**config.mk**
```make
export PLATFORM = sky130hd
export DESIGN_NAME = lz4_fwft_fifo
export DESIGN_NICKNAME = d
export VERILOG_FILES = /design/src/rtl/lz4_fwft_fifo.sv
export SDC_FILE = /design/constraint.sdc
export NUM_CORES = 2
export LEC_CHECK = 0
export BUFFER_PORTS_ARGS = -buffer_cell sky130_fd_sc_hd__buf_4
export CAP_MARGIN = 30
export CORE_MARGIN = 3
export CORE_UTILIZATION = 45
export DETAILED_ROUTE_END_ITERATION = 6
export PLACE_DENSITY_LB_ADDON = 0.2
export SLEW_MARGIN = 5
export SYNTH_ARGS = -nofsm -noshare
export SYNTH_HDL_FRONTEND = slang
export SYNTH_SLANG_ARGS = --single-unit
```
**constraint.sdc**
```tcl
create_clock -name clk -period 5.36 [get_ports clk]
set_input_delay 0.268 -clock clk [delete_from_list [all_inputs] [get_ports clk]]
set_output_delay 0.268 -clock clk [all_outputs]
set_load 0.1 [all_outputs]
```
**src/rtl/lz4_fwft_fifo.sv**
```systemverilog
// First-word-fall-through synchronous FIFO with count-derived status flags.
// Define LZ4_FIFO_ERR_FLAG_EN to add sticky overflow/underflow outputs.
module lz4_fwft_fifo #(
   parameter int DATA_W    = 47,
   parameter int ADDR_W    = 6,
   parameter int AF_THRESH = 60,
   parameter int AE_THRESH = 2
) (
   input  logic              clk,
   input  logic              rst,
   input  logic [DATA_W-1:0] din,
   input  logic              wr_en,
   input  logic              rd_en,
   output logic [DATA_W-1:0] dout,
   output logic              valid,
   output logic              empty,
   output logic              full,
   output logic              almost_empty,
   output logic              almost_full,
   output logic [ADDR_W:0]   data_count
`ifdef LZ4_FIFO_ERR_FLAG_EN
   ,
   output logic              overflow,
   output logic              underflow
`endif
);

   localparam int DEPTH = 1 << ADDR_W;
   localparam logic [ADDR_W:0] DEPTH_C = (ADDR_W+1)'(DEPTH);
   localparam logic [ADDR_W:0] AF_C    = (ADDR_W+1)'(AF_THRESH);
   localparam logic [ADDR_W:0] AE_C    = (ADDR_W+1)'(AE_THRESH);

   logic [DATA_W-1:0] mem [DEPTH];
   logic [ADDR_W-1:0] wr_ptr;
   logic [ADDR_W-1:0] rd_ptr;
   logic [ADDR_W:0]   count;
   logic              wa;
   logic              ra;

   always_comb begin
      empty        = (count == '0);
      full         = (count == DEPTH_C);
      almost_empty = (count <= AE_C);
      almost_full  = (count >= AF_C);
      data_count   = count;
      wa           = wr_en & ~full;
      ra           = rd_en & ~empty;
      valid        = ra;
      // Asynchronous-read head; forced to zero while empty so reset shows dout=0
      // without clearing the array.
      dout         = empty ? '0 : mem[rd_ptr];
   end

   always_ff @(posedge clk) begin
      if (wa) mem[wr_ptr] <= din;
   end

   always_ff @(posedge clk or posedge rst) begin
      if (rst) begin
         wr_ptr <= '0;
         rd_ptr <= '0;
         count  <= '0;
      end else begin
         if (wa) wr_ptr <= wr_ptr + 1'b1;
         if (ra) rd_ptr <= rd_ptr + 1'b1;
         unique case ({wa, ra})
            2'b10:   count <= count + 1'b1;
            2'b01:   count <= count - 1'b1;
            default: count <= count;
         endcase
      end
   end

`ifdef LZ4_FIFO_ERR_FLAG_EN
   always_ff @(posedge clk or posedge rst) begin
      if (rst) begin
         overflow  <= 1'b0;
         underflow <= 1'b0;
      end else begin
         if (wr_en & full)  overflow  <= 1'b1;
         if (rd_en & empty) underflow <= 1'b1;
      end
   end
`endif

endmodule

```
==> flow_summary.ini <==
[status]
outcome = finished, final reports clean

[logic_synthesis]
ys_seq_area_share_pct = 78.5
synthCells = 5164
synth_nets = 5220
synth-seq-cells = 3027
synth.distinct_cells = 59
synth_flop_cell = edfxtp_1
synthSimpleGateAreaFrac_pct = 0.857
synthXorXnorAreaFrac_pct = 0.136
syn-cell-area_um2 = 116000
yosysWarnings = 0
synth_compound_area_share_pct = 3.78
synth-edff-count = 3008
avgSynthCellArea_um2 = 22.4
synth.mux.area_fraction_pct = 15.1
synth_top_family_by_area = multiplexers
async_reset_ff_share_pct = 0.628
yosys.area_share.adder_pct = 0.0541

[detailed_routing]
vias = 58500
wl_mm = 333
detail_route.vias_per_cell = 6.37
drtIter0Drc = 7540
wl_per_cell_um = 36.2
drcViolationCount = 0
drtAntennaViolNets = 0
drt_pass1_iterations = 7

[timing]
fin_setup_tns_ps = 0
hold_violations = 0
max_freq_mhz = 197
holdWs_ps = 384
setup_viol = 0
worst_pin_slew_ps = 1060
fin_crit_sh_pct = 94.7
relSlewSlack_pct = 29.6
fin_crit_ps = 5080
skew_ps = 55.9
rsz0062_at_grt = no
drv_slew = 0

[critical_path]
crit_path_max_fanout = 27
crit_family = buffers and inverters
crit_required_ps = 5090
crit_type = reg2out
ff2ff_path_depth = 7
timing.critical_path.buf_inv = 4
critical_path.cell_chain = buf_4 -> buf_4 -> mux4_2 -> mux2i_1 -> nor2_1 -> a2111oi_0 -> buf_4 -> o22ai_1 -> buf_4
r2r_slack_ps = 1030
cp-start-kind = flip-flop
r2r-end = mem[11][32]
cp_common_cell = buf_4
cp-startpoint = rd_ptr[2]
critPathArrivalTime_ps = 4810
end_kind = output pin
max_stage_delay_ps = 850
crit_path_top_delay_cell = dfrtp_4
rr_startpoint = data_count[2]

[final_layout]
final.fill_count = 19800
multi_input_area_um2 = 23700
drive_gt1_share_pct = 25.2
areaGrowthSynthToFinish_pct = 14.2
area.sequential_um2 = 90800
design.final.nets = 5632

[floorplan]
die_h_um = 513
dieArea_um2 = 263000
chipWidth_um = 513
pin_count = 110
core_area_um2 = 255000
row_count = 185
initial_utilization_pct = 45.4

[hold_path]
hold_depth = 2
hold_path.class = in2reg
hold_end = mem[51][40]
hp-start = din[40]

[clocking]
clk_pin_slew_ps = 60
h-tree-depth = 5
cts_buffers = 324
cts_sinks = 3027
cts_tree = yes
clock-root-buffer = clkbuf_16
clock_path_buffers = 4
clk_latency_ps = 970

[power_and_ir_drop]
p_int_w = 0.0469
ir_drop_mv = 1.61
seqPwrFrac_pct = 38.2
swShare_pct = 34.8
power.net_switching_w = 0.0251
leakage_nw = 41.8
clkPwrFrac_pct = 28.6
power_density_nw_per_um2 = 545
combPwrFrac_pct = 33.1

[grt]
grt_pass1_vias = 58300
antenna_found_initial = 20
grt.total_usage_pct = 25.2
grt_pass1_wl_mm = 463
grt_remaining_overflow = 0
grt_max_degree = 83

[placement]
dp_hpwl_mm = 182
gp_congestion = 0.801
port_buffers = 109

[run]
maxCapViolCount = 0
[per-layer routing]
layer / global-route usage (%) / vias to the layer above / part of all wire, %
met5: 0 / - / 0.0081
met4: 6.95 / 4 / 2.7
met3: 4.72 / 505 / 8.9
met2: 39.7 / 2920 / 48
met1: 36.2 / 32100 / 41
li1: - / 22900 / -
[Yosys cell counts, types with 45 or more instances]
cell type	instances	area share [%]
mux4_2	613	12
clkbuf_1	105	0.34
o22ai_1	100	0.54
a21oi_1	85	0.37
nand2_1	75	0.24
mux2i_1	361	3.1
buf_2	93	0.40
a22oi_1	51	0.33
edfxtp_1	3008	78
nor2_1	96	0.31
a22o_1	71	0.54
buf_4	45	0.29
buf_6	46	0.45
a211oi_1	64	0.42
o221ai_1	80	0.61
[placed cells by master (no fill, tap or decap), types with 9 or more instances in the layout]
master and instances:
o22ai_1 100, clkinv_1 75, bufinv_16 11, o221ai_1 80
xor2_1 9, nand3_1 10, a2111oi_0 22, a21oi_1 85
nor2_1 29, a211oi_1 64, o32ai_1 11, o21ai_1 12
a311oi_1 9, clkinv_2 53, o21ai_0 25, edfxtp_1 3008
a211o_1 26, nand2_1 73, nor2_4 66, a22o_1 71
dfrtp_1 14, mux2i_1 361, a22oi_1 51, dlygate4sd3_1 51
clkbuf_16 329, xnor2_1 9, buf_12 47, a221oi_1 11
clkbuf_1 69, buf_4 287, diode_2 12, mux4_2 613
[flip-flops by register name, indices dropped and copies added (netlist names)]
name / count
data_count: 7
mem: 3008
rd_ptr: 6
wr_ptr: 6
[kinds of logic (layout without fill, tap and decap cells)]
logic type | count (synthesis) | count (layout)
flops | 3027 | 3027
simple gates | 225 | 225
buf+inv | 312 | 952
compound gates | 597 | 597
other cells | 0 | 12
xor+xnor | 18 | 18
mux | 980 | 980
fa+ha+maj | 5 | 5
[worst register-to-register path, stage by stage (launching register included)]
cell	delay [ps]
dfrtp_1	480
or4_1	450
o31ai_4	120
buf_4	210
nor2_1	260
nand3_1	750
nor2_4	960
buf_4	670
[power groups by stage]
stage | combinational (W) | sequential (W) | clock [W]
2_1_floorplan | 0.0160 | 0.0278 | 0
3_3_place_gp | 0.0238 | 0.0280 | 0
3_5_place_dp | 0.0239 | 0.0280 | 0
4_1_cts | 0.0240 | 0.0275 | 0.0209
5_1_grt | 0.0248 | 0.0276 | 0.0218
6_report | 0.0239 | 0.0275 | 0.0206
[through the flow]
stage                     setup slack (ps)  instances  total power [W]  area (um^2)  util (%)
after floorplan                        826       5164           0.0438       116000         -
after global placement                 762       8549           0.0518       122000      47.7
after CTS                             69.4       9167           0.0724       132000      51.8
after detailed placement               994       8562           0.0519       122000      47.8
after global routing                  89.6       9172           0.0742       132000      51.8
final                                  285       9182           0.0720       132000      51.8
[area by class of cell]
class | instances | share of cell area, %
Clock inverter | 155 | 0.784
Tap cell | 3366 | 3.19
Clock buffer | 399 | 6.44
Sequential cell | 3027 | 68.8
Timing Repair Buffer | 391 | 2.85
Inverter | 7 | 0.0237
Multi-Input combinational cell | 1825 | 17.9
Antenna cell | 12 | 0.0227
[worst max-delay path by stage]
stage,end,depth (start not counted)
after floorplan,mem[59][0],7
after global placement,dout[10],9
after detailed placement,mem[11][4],7
after CTS,dout[10],9
after global routing,dout[0],9
final,dout[0],9
[repair_timing]
action / 4_1_cts / 5_1_grt
hold endpoints to repair: 3036 / 0
hold buffers: 51 / 0
resized for setup: 0 / 1
endpoints found under the setup margin: 0 / 2
buffers inserted: 0 / 1
Note: power is estimated with default switching activity, not from simulation.
